## config.mk

```make
export PLATFORM = sky130hd
export DESIGN_NAME = apple_spawner_flat
export DESIGN_NICKNAME = d
export VERILOG_FILES = /design/src/rtl/apple_spawner_if.sv /design/src/rtl/apple_spawner.sv /design/src/flat_wrapper.sv
export SDC_FILE = /design/constraint.sdc
export NUM_CORES = 1
export LEC_CHECK = 0
export CORE_AREA = 2 2 104 106
export CTS_CLUSTER_DIAMETER = 80
export DETAILED_ROUTE_END_ITERATION = 6
export DIE_AREA = 0 0 106 108
export PLACE_DENSITY_LB_ADDON = 0.08
export SLEW_MARGIN = 20
export SYNTH_ARGS = -nofsm -noshare
export SYNTH_HDL_FRONTEND = slang
export SYNTH_SLANG_ARGS = --single-unit
```

## constraint.sdc

```tcl
create_clock -name clk -period 2.4 [get_ports clk]
set_input_delay 0.48 -clock clk [delete_from_list [all_inputs] [get_ports clk]]
set_output_delay 0.48 -clock clk [all_outputs]
set_load 0.01 [all_outputs]
```

## src/rtl/apple_spawner_if.sv

```systemverilog
// Bundle between the apple spawner, the snake movement logic and the renderer.
// The snake/renderer side uses the master modport; the spawner uses the slave modport.
`timescale 1ns/1ps
interface apple_spawner_if #(
  parameter int X_W        = 6,
  parameter int Y_W        = 5,
  parameter int NUM_APPLES = 2
);
  logic [X_W-1:0]            head_x;
  logic [Y_W-1:0]            head_y;
  logic [NUM_APPLES*X_W-1:0] apple_x;
  logic [NUM_APPLES*Y_W-1:0] apple_y;
  logic [NUM_APPLES-1:0]     apple_valid;
  logic                      add_cube;
  logic [15:0]               eaten_cnt;

  modport master (
    output head_x, head_y,
    input  apple_x, apple_y, apple_valid, add_cube, eaten_cnt
  );

  modport slave (
    input  head_x, head_y,
    output apple_x, apple_y, apple_valid, add_cube, eaten_cnt
  );
endinterface

```

## src/rtl/apple_spawner.sv

```systemverilog
// Snake-game apple manager: on each game tick it checks the head against every live
// apple, pulses add_cube on an eat and relocates that apple to a random free cell.
`timescale 1ns/1ps
module apple_spawner #(
  parameter int          X_W        = 6,
  parameter int          Y_W        = 5,
  parameter int          NUM_APPLES = 2,
  parameter int          X_MIN      = 1,
  parameter int          X_MAX      = 38,
  parameter int          Y_MIN      = 1,
  parameter int          Y_MAX      = 28,
  parameter int          INIT_X     = 24,
  parameter int          INIT_Y     = 10,
  parameter int          TICK_DIV   = 250000,
  parameter int          MAX_TRIES  = 15,
  parameter logic [15:0] SEED       = 16'hACE1
) (
  input logic             clk,
  input logic             reset,
  apple_spawner_if.slave  bus_if
);

  localparam int TCW = (TICK_DIV > 1) ? $clog2(TICK_DIV) : 1;
  localparam int TW  = $clog2(MAX_TRIES + 1);
  localparam int KW  = (NUM_APPLES > 1) ? $clog2(NUM_APPLES) : 1;

  localparam logic [15:0]    SEED_EFF  = (SEED == 16'h0000) ? 16'h0001 : SEED;
  localparam logic [X_W-1:0] X_MIN_C   = X_W'(X_MIN);
  localparam logic [X_W-1:0] X_MAX_C   = X_W'(X_MAX);
  localparam logic [Y_W-1:0] Y_MIN_C   = Y_W'(Y_MIN);
  localparam logic [Y_W-1:0] Y_MAX_C   = Y_W'(Y_MAX);
  localparam logic [TCW-1:0] TICK_LAST = TCW'(TICK_DIV - 1);
  localparam logic [TW-1:0]  TRIES_C   = TW'(MAX_TRIES);

  typedef enum logic [1:0] {
    ST_IDLE     = 2'd0,
    ST_CHECK    = 2'd1,
    ST_DRAW     = 2'd2,
    ST_VALIDATE = 2'd3
  } state_e;

  function automatic logic [NUM_APPLES*X_W-1:0] init_x_vec();
    logic [NUM_APPLES*X_W-1:0] v;
    v = '0;
    for (int i = 0; i < NUM_APPLES; i++) begin
      v[i*X_W +: X_W] = X_W'(INIT_X + 2 * i);
    end
    return v;
  endfunction

  function automatic logic [NUM_APPLES*Y_W-1:0] init_y_vec();
    logic [NUM_APPLES*Y_W-1:0] v;
    v = '0;
    for (int i = 0; i < NUM_APPLES; i++) begin
      v[i*Y_W +: Y_W] = Y_W'(INIT_Y);
    end
    return v;
  endfunction

  state_e                    state_q, state_d;
  logic [TCW-1:0]            tick_cnt_q;
  logic [15:0]               lfsr_q;
  logic [NUM_APPLES*X_W-1:0] apple_x_q;
  logic [NUM_APPLES*Y_W-1:0] apple_y_q;
  logic [NUM_APPLES-1:0]     valid_q;
  logic                      add_cube_q;
  logic [15:0]               eaten_q;
  logic [TW-1:0]             try_q;
  logic [KW-1:0]             k_q;
  logic [X_W-1:0]            cand_x_q;
  logic [Y_W-1:0]            cand_y_q;

  logic                  tick_s;
  logic [NUM_APPLES-1:0] match_s;
  logic                  hit_s;
  logic [KW-1:0]         hit_idx_s;
  logic                  collide_s;
  logic                  accept_s;
  logic [TW-1:0]         try_inc_s;
  logic                  do_hit_s;
  logic                  do_accept_s;
  logic                  do_reject_s;
  logic                  do_fallback_s;

  assign tick_s    = (tick_cnt_q == TICK_LAST);
  assign try_inc_s = try_q + TW'(1);

  // Game-tick divider, free running outside reset.
  always_ff @(posedge clk) begin
    if (reset) begin
      tick_cnt_q <= '0;
    end else if (tick_s) begin
      tick_cnt_q <= '0;
    end else begin
      tick_cnt_q <= tick_cnt_q + TCW'(1);
    end
  end

  // Fibonacci LFSR, taps 16,14,13,11; advances every clock.
  always_ff @(posedge clk) begin
    if (reset) begin
      lfsr_q <= SEED_EFF;
    end else begin
      lfsr_q <= {lfsr_q[14:0], lfsr_q[15] ^ lfsr_q[13] ^ lfsr_q[12] ^ lfsr_q[10]};
    end
  end

  // Head-vs-apple match; the lowest matching live index wins.
  always_comb begin
    match_s   = '0;
    hit_idx_s = '0;
    for (int i = NUM_APPLES - 1; i >= 0; i--) begin
      match_s[i] = valid_q[i] &&
                   (apple_x_q[i*X_W +: X_W] == bus_if.head_x) &&
                   (apple_y_q[i*Y_W +: Y_W] == bus_if.head_y);
      hit_idx_s  = match_s[i] ? KW'(i) : hit_idx_s;
    end
    hit_s = |match_s;
  end

  // Candidate acceptance: in bounds, off the head, off every other live apple.
  always_comb begin
    collide_s = 1'b0;
    for (int j = 0; j < NUM_APPLES; j++) begin
      collide_s = collide_s | (valid_q[j] && (KW'(j) != k_q) &&
                               (apple_x_q[j*X_W +: X_W] == cand_x_q) &&
                               (apple_y_q[j*Y_W +: Y_W] == cand_y_q));
    end
    accept_s = (cand_x_q >= X_MIN_C) && (cand_x_q <= X_MAX_C) &&
               (cand_y_q >= Y_MIN_C) && (cand_y_q <= Y_MAX_C) &&
               !((cand_x_q == bus_if.head_x) && (cand_y_q == bus_if.head_y)) &&
               !collide_s;
  end

  // FSM state register.
  always_ff @(posedge clk) begin
    if (reset) begin
      state_q <= ST_IDLE;
    end else begin
      state_q <= state_d;
    end
  end

  // FSM next state and datapath strobes; ticks outside IDLE are simply ignored.
  always_comb begin
    state_d       = state_q;
    do_hit_s      = 1'b0;
    do_accept_s   = 1'b0;
    do_reject_s   = 1'b0;
    do_fallback_s = 1'b0;
    case (state_q)
      ST_IDLE: begin
        if (tick_s) begin
          state_d = ST_CHECK;
        end else begin
          state_d = ST_IDLE;
        end
      end
      ST_CHECK: begin
        if (hit_s) begin
          do_hit_s = 1'b1;
          state_d  = ST_DRAW;
        end else begin
          state_d  = ST_IDLE;
        end
      end
      ST_DRAW: begin
        state_d = ST_VALIDATE;
      end
      ST_VALIDATE: begin
        if (accept_s) begin
          do_accept_s   = 1'b1;
          state_d       = ST_IDLE;
        end else if (try_inc_s < TRIES_C) begin
          do_reject_s   = 1'b1;
          state_d       = ST_DRAW;
        end else begin
          do_fallback_s = 1'b1;
          state_d       = ST_IDLE;
        end
      end
      default: begin
        state_d = ST_IDLE;
      end
    endcase
  end

  // Apple table, eat pulse/counter and respawn bookkeeping.
  always_ff @(posedge clk) begin
    if (reset) begin
      apple_x_q  <= init_x_vec();
      apple_y_q  <= init_y_vec();
      valid_q    <= '1;
      add_cube_q <= 1'b0;
      eaten_q    <= 16'h0000;
      try_q      <= '0;
      k_q        <= '0;
      cand_x_q   <= '0;
      cand_y_q   <= '0;
    end else begin
      add_cube_q <= do_hit_s;
      if (do_hit_s) begin
        valid_q[hit_idx_s] <= 1'b0;
        eaten_q            <= eaten_q + 16'h0001;
        try_q              <= '0;
        k_q                <= hit_idx_s;
      end
      if (state_q == ST_DRAW) begin
        cand_x_q <= lfsr_q[X_W-1:0];
        cand_y_q <= lfsr_q[X_W+Y_W-1:X_W];
      end
      if (do_reject_s || do_fallback_s) begin
        try_q <= try_inc_s;
      end
      if (do_accept_s) begin
        apple_x_q[int'(k_q)*X_W +: X_W] <= cand_x_q;
        apple_y_q[int'(k_q)*Y_W +: Y_W] <= cand_y_q;
        valid_q[k_q]                    <= 1'b1;
      end
      // Fallback cell is deliberately not collision-checked.
      if (do_fallback_s) begin
        apple_x_q[int'(k_q)*X_W +: X_W] <= X_MIN_C + X_W'(k_q);
        apple_y_q[int'(k_q)*Y_W +: Y_W] <= Y_MIN_C;
        valid_q[k_q]                    <= 1'b1;
      end
    end
  end

  assign bus_if.apple_x     = apple_x_q;
  assign bus_if.apple_y     = apple_y_q;
  assign bus_if.apple_valid = valid_q;
  assign bus_if.add_cube    = add_cube_q;
  assign bus_if.eaten_cnt   = eaten_q;

endmodule
```

## src/flat_wrapper.sv

```systemverilog
// flat-port wrapper written by rule: the top's interface ports become plain ports
module apple_spawner_flat 
#(
  parameter int          X_W        = 6,
  parameter int          Y_W        = 5,
  parameter int          NUM_APPLES = 2,
  parameter int          X_MIN      = 1,
  parameter int          X_MAX      = 38,
  parameter int          Y_MIN      = 1,
  parameter int          Y_MAX      = 28,
  parameter int          INIT_X     = 24,
  parameter int          INIT_Y     = 10,
  parameter int          TICK_DIV   = 250000,
  parameter int          MAX_TRIES  = 15,
  parameter logic [15:0] SEED       = 16'hACE1
)
  (clk, reset, bus_if_head_x, bus_if_head_y, bus_if_apple_x, bus_if_apple_y, bus_if_apple_valid, bus_if_add_cube, bus_if_eaten_cnt);
  apple_spawner_if #(.X_W(X_W), .Y_W(Y_W), .NUM_APPLES(NUM_APPLES)) bus_if_i ();
  input logic clk;
  input logic reset;
  input wire logic [$bits(bus_if_i.head_x)-1:0] bus_if_head_x;
  input wire logic [$bits(bus_if_i.head_y)-1:0] bus_if_head_y;
  output wire logic [$bits(bus_if_i.apple_x)-1:0] bus_if_apple_x;
  output wire logic [$bits(bus_if_i.apple_y)-1:0] bus_if_apple_y;
  output wire logic [$bits(bus_if_i.apple_valid)-1:0] bus_if_apple_valid;
  output wire logic [$bits(bus_if_i.add_cube)-1:0] bus_if_add_cube;
  output wire logic [$bits(bus_if_i.eaten_cnt)-1:0] bus_if_eaten_cnt;
  assign bus_if_i.head_x = bus_if_head_x;
  assign bus_if_i.head_y = bus_if_head_y;
  assign bus_if_apple_x = bus_if_i.apple_x;
  assign bus_if_apple_y = bus_if_i.apple_y;
  assign bus_if_apple_valid = bus_if_i.apple_valid;
  assign bus_if_add_cube = bus_if_i.add_cube;
  assign bus_if_eaten_cnt = bus_if_i.eaten_cnt;
  apple_spawner #(.X_W(X_W), .Y_W(Y_W), .NUM_APPLES(NUM_APPLES), .X_MIN(X_MIN), .X_MAX(X_MAX), .Y_MIN(Y_MIN), .Y_MAX(Y_MAX), .INIT_X(INIT_X), .INIT_Y(INIT_Y), .TICK_DIV(TICK_DIV), .MAX_TRIES(MAX_TRIES), .SEED(SEED)) u_core (.clk(clk), .reset(reset), .bus_if(bus_if_i));
endmodule
```

# Word level (Yosys, flattened, before mapping)
# Index checks and enable logic that the tools add are counted.
# totals
inputBits	13
wordCells	121
out_inout_bits	41
register_bits	93
# classes
addsub	6
magnitude_cmp	9
bitwise	9
n_mux	38
reduce_logical	25
eq_ne	14
mul	2
shifts	6
# op_table
operator	count
32-bit negator with 33-bit output	2
6-bit by 33-bit variable part select with 12-bit output	2
12-bit 2-to-1 mux	3
5-bit by 33-bit variable shift with 10-bit output, first input constant	1
6-bit by 33-bit variable shift with 12-bit output, first input constant	1
5-bit by 33-bit variable part select with 10-bit output	1
5-bit by 33-bit variable part select with 10-bit output, first input constant	1
6-bit == test	5
10-bit 2-to-1 mux	3
5-bit == test	5
12-bit bitwise mux	2
10-bit bitwise mux	2
18-bit by 1-bit adder with 18-bit output, second input constant	1
18-bit == test, second input constant	1
1-bit logical AND	18
16-bit by 1-bit adder with 16-bit output, second input constant	1
2-bit 2-to-1 mux	8
1-bit 2-to-1 mux	15
4-bit 2-to-1 mux	2
2-bit case mux with 4 select lines	1
6-bit by 1-bit >= comparator with 1-bit output, second input constant	1
6-bit less-or-equal comparator, second input constant	1
5-bit by 1-bit >= comparator with 1-bit output, second input constant	1
5-bit less-or-equal comparator, second input constant	1
21 further kinds	30

# Depth between registers and ports, before layout
# logic_depth
word_depth	18
mapped_depth	9
mapped_depth_nobuf	7

# Worst setup path after synthesis
# No wires, ideal clock.
# synth_timing
path_kind	input port to flip-flop
start	in bus_if_head_y[3]
end	reg u_core.eaten_q[7] (netlist: u_core.bus_if.eaten_cnt[7])
path_buffers	1
setup_ns	0.070
t_arrival_ns	2.002
required_ns	2.330
path_stages	7
setup_slack_ns	0.327
cell_sequence	xnor2_1 -> nand4_1 -> nor4_4 -> nor2_2 -> buf_6 -> or4_1 -> a21oi_1
# synth_via
elab_chain_len	5
word_cells_on_any_way	7
cone_classes	2 x eq/ne; 2 x mux; 3 x reduce/logical
# synth_lines
item	line	source
start, declared	flat_wrapper.sv:22	input wire logic [$bits(bus_if_i.head_y)-1:0] bus_if_head_y;
5-bit == test	apple_spawner.sv:115	(apple_y_q[i*Y_W +: Y_W] == bus_if.head_y);
1-bit logical AND	apple_spawner.sv:114	(apple_x_q[i*X_W +: X_W] == bus_if.head_x) &&
2-bit OR reduction (*)	apple_spawner.sv:118	hit_s = |match_s;
1-bit 2-to-1 mux (*)	apple_spawner.sv:160	if (hit_s) begin
1-bit 2-to-1 mux (*)	apple_spawner.sv:151	case (state_q)
end signal, assigned	apple_spawner.sv:204	eaten_q <= eaten_q + 16'h0001;
end, declared	apple_spawner.sv:67	logic [15:0] eaten_q;
# Every way passes the cells marked *; elsewhere a longest branch is shown, timed or not.
# A chain may end at the register's enable or synchronous reset.

# Worst setup path after layout
# layout_timing
start	in bus_if_head_x[2]
end	reg u_core.eaten_q[7] (netlist: u_core.bus_if.eaten_cnt[7])
# layout_via
elab_chain_len	6
word_cells_on_any_way	9
cone_classes	2 x eq/ne; 2 x mux; 5 x reduce/logical
# layout_lines
item	line	source
start, declared	flat_wrapper.sv:21	input wire logic [$bits(bus_if_i.head_x)-1:0] bus_if_head_x;
6-bit == test	apple_spawner.sv:114	
1-bit logical AND	apple_spawner.sv:113	match_s[i] = valid_q[i] &&
1-bit logical AND	apple_spawner.sv:114	
2-bit OR reduction (*)	apple_spawner.sv:118	
1-bit 2-to-1 mux (*)	apple_spawner.sv:160	
1-bit 2-to-1 mux (*)	apple_spawner.sv:151	
# Marks and branches as above.

==> impl_metrics.toml <==
[sta]
drv_slew = 0
rsz0062_at_grt = "yes"
skew_ns = 0.01620
hold_violations = 0
fmax_mhz = 421.9
setup_viol = 0
tightest_slew_ns = 0.7032
max_slew_margin_pct = 53.02
period_needed_ns = 2.370
fin_crit_sh_pct = 98.76

[floorplanning]
io_pins = 54
dieArea_um2 = 11450
die_w_um = 106
start_util_pct = 44.71
core_region_area_um2 = 10230
die_h_um = 108
rows = 37

[global_routing]
grt.total_usage_pct = 20.74
grt_pass1_wl_mm = 18.71
gr-total-overflow = 0
grt_max_degree = 28
grt_antenna_before_repair = 0
grt_pass1_vias = 3711

[placement]
place_area_um2 = 5381
portBuffers = 53
routabilityCongestion = 0.9272
hpwl_mm = 8.619
place_inst = 708

[routing]
vias_per_cell = 5.367
drc = 0
num_vias = 3907
drt.antenna.violating_nets = 0
first_pass_iters = 4
wl_per_cell_um = 15.84
drtIter0Drc = 240
wirelength_mm = 11.53

[critical_path]
worst-path-max-fanout = 8
timing.rr.end = "u_core.bus_if.apple_y[6]$_SDFF_PP1_"
arrival_ns = 2.67
path_cells = "clkdlybuf4s50_1 -> xnor2_2 -> nand4_1 -> nor4_4 -> buf_4 -> nor2_4 -> or4_1 -> a21oi_1"
required_ns = 2.70
critPathKind = "in2reg"
start_kind = "primary input"
slowest_delay_ns = 0.60
r2r-start = "u_core.cand_x_q[1]$_SDFFE_PP0P_"
end_kind = "flop"
slowest_stage = "clkdlybuf4s50_1"
ff2ff_setup_slack_ns = 0.11
r2r_cells = 7

[yosys]
ys.flop_type = "dfxtp_1"
synth_fa_ha_area_share_pct = 1.094
synthMuxAreaShare_pct = 1.532
syn_area_per_cell_um2 = 8.917
syn_inst = 513
synth_cell_types = 51
synth-xor-area-share_pct = 14.74
synth.most_common_cell = "dfxtp_1"
synth_top_area_share_pct = 40.70
ys_seq_area_share_pct = 40.70
netlist_area_um2 = 4574
netlist.top_cell.by_area = "dfxtp_1"
synthesis.nets = 530
synth_seq_cells = 93
yosys_warnings = 0
synth.area.top_cells = "dfxtp_1 (41%), xnor2_1 (9.6%), xor2_1 (5.2%)"
synth-compound-area-share_pct = 12.45
synthSimpleGateAreaFrac_pct = 23.50
yosys-top-cells-count = "dfxtp_1 (93), xnor2_1 (50), nand2_1 (48)"
synth-async-reset-ratio_pct = 0
synth_edf_count = 0
synth_top_family_by_area = "simple AND/OR/NAND/NOR gates"

[clock_tree]
clockBufferDepth = 2
cts_tree = "built"
clkTransAtPathRegs_ns = 0.10
htree_levels = 3
clkLatencyLatePin_ns = 0.37
cts_buffers = 9
hold_buffers = 0
clockRootBuffer = "clkbuf_8"
clock-sinks = 93

[flow_run]
maxCapViolCount = 0

[finish]
final_cells = 728
n_antenna_cell = 0
finalInstanceArea_um2 = 5647
area_growth_pct = 23.44
multi_input_area_um2 = 2487
nets = 604
utilization_pct = 55.19
register_area_um2 = 1863
drive_gt1_share_pct = 14.86
fill_cells = 999

[power]
p_leak_nw = 1.993
ir_drop_mv = 0.4113
finalPower_mw = 2.722
powerDensity_nw_per_um2 = 482.1

[worst_hold_path]
hold_depth = 1
min-delay-start = "u_core.lfsr_q[14]$_SDFF_PP0_"
hold_path_class = "reg2reg"
hold_end = "u_core.lfsr_q[15]$_SDFF_PP1_"

[outcome]
status = "finished, final reports clean"
-- where the power goes --
| part | internal (mW) | total [mW] | switching [mW] |
|---|---|---|---|
| sequential | 1.57 | 1.58 | 0.0142 |
| combinational | 0.0731 | 0.150 | 0.0765 |
| clock | 0.393 | 0.993 | 0.600 |
-- sequential cells by signal, summed over array words and instances (netlist names), named ones only --
signal,count
u_core.bus_if.apple_x,4
u_core.try_q,4
u_core.bus_if.add_cube,1
u_core.k_q,1
u_core.state_q,2
u_core.bus_if.apple_valid,2
u_core.cand_y_q,5
u_core.tick_cnt_q,18
u_core.lfsr_q,16
u_core.cand_x_q,6
u_core.bus_if.eaten_cnt,16
u_core.bus_if.apple_y,10
-- cell type report --
cell class	instances	area share, %
multi-input combinational	368	44.05
sequential	93	32.99
tap	136	3.014
clock inverter	7	1.041
clock buffer	9	2.194
inverter	20	1.329
timing repair buffer	95	15.38
-- logic make-up after synthesis --
| group | Yosys count |
|---|---|
| xor+xnor | 77 |
| simple gates | 200 |
| fa+ha+maj | 4 |
| mux | 7 |
| flops | 93 |
| buf+inv | 52 |
| compound gates | 80 |
-- critical path, delay by kind of cell --
kind | cells | cell delay (ns)
and+or+nand+nor | 4 | 1.09
AOI/OAI and AO/OA | 1 | 0.15
xor gates and xnor gates | 1 | 0.15
buffers and inverters | 2 | 0.79
-- cell usage in the layout, fill, tap and decap left out, types with 5 or more instances in the layout --
master and count:
or2_2 9, o31ai_1 7, dfxtp_1 92, nor2b_1 14
or4_1 9, xnor2_1 45, clkbuf_8 9, or3_1 6
nor3_1 7, nand2b_1 6, buf_4 40, o21ai_0 10
xnor2_2 5, nand3_1 25, nand2_1 48, nand4_1 23
o32ai_1 5, inv_1 20, xor2_1 27, clkdlybuf4s50_1 51
nor4_1 7, a21oi_1 28, nor2_1 31, mux2i_1 7
-- through the flow --
stage / TNS (ns) / hold WS [ns] / setup WS, ns
global route: -0.06452 / 0.4398 / -0.04592
CTS: 0 / 0.4289 / 0.04191
global placement: -8.232 / 0.3987 / -0.2968
floorplan: 0 / 0.3895 / 0.3271
finish: 0 / 0.4282 / 0.02977
detailed placement: -8.719 / 0.4040 / -0.3362
-- how the worst max path moves through the flow --
| stage | start | endpoint | slack (ns) | depth (start not counted) |
|---|---|---|---|---|
| floorplan | bus_if_head_y[3] | u_core.bus_if.eaten_cnt[7]$_SDFFE_PP0N_ | 0.33 | 7 |
| detailed placement | bus_if_head_y[3] | u_core.bus_if.eaten_cnt[12]$_SDFFE_PP0N_ | -0.34 | 7 |
| global route | bus_if_head_x[0] | u_core.bus_if.eaten_cnt[7]$_SDFFE_PP0N_ | -0.05 | 8 |
| CTS | bus_if_head_y[4] | u_core.bus_if.eaten_cnt[7]$_SDFFE_PP0N_ | 0.04 | 7 |
| global placement | bus_if_head_y[4] | u_core.bus_if.eaten_cnt[13]$_SDFFE_PP0N_ | -0.30 | 8 |
| finish | bus_if_head_x[2] | u_core.bus_if.eaten_cnt[7]$_SDFFE_PP0N_ | 0.03 | 8 |
-- repair_timing --
item | 4_1_cts | 5_1_grt
setup buffers | 0 | 4
endpoints found under the setup margin | 0 | 9
gates resized for setup | 0 | 9
-- per-layer routing --
layer  global-route usage, %  wire length, um  up-vias
met1                   28.84             5451     1869
met5                       0                0        -
li1                        -                -     1946
met4                   5.169              117        0
met2                   33.73             5468       78
met3                   3.496              492       14
(Power assumes the default switching activity.)
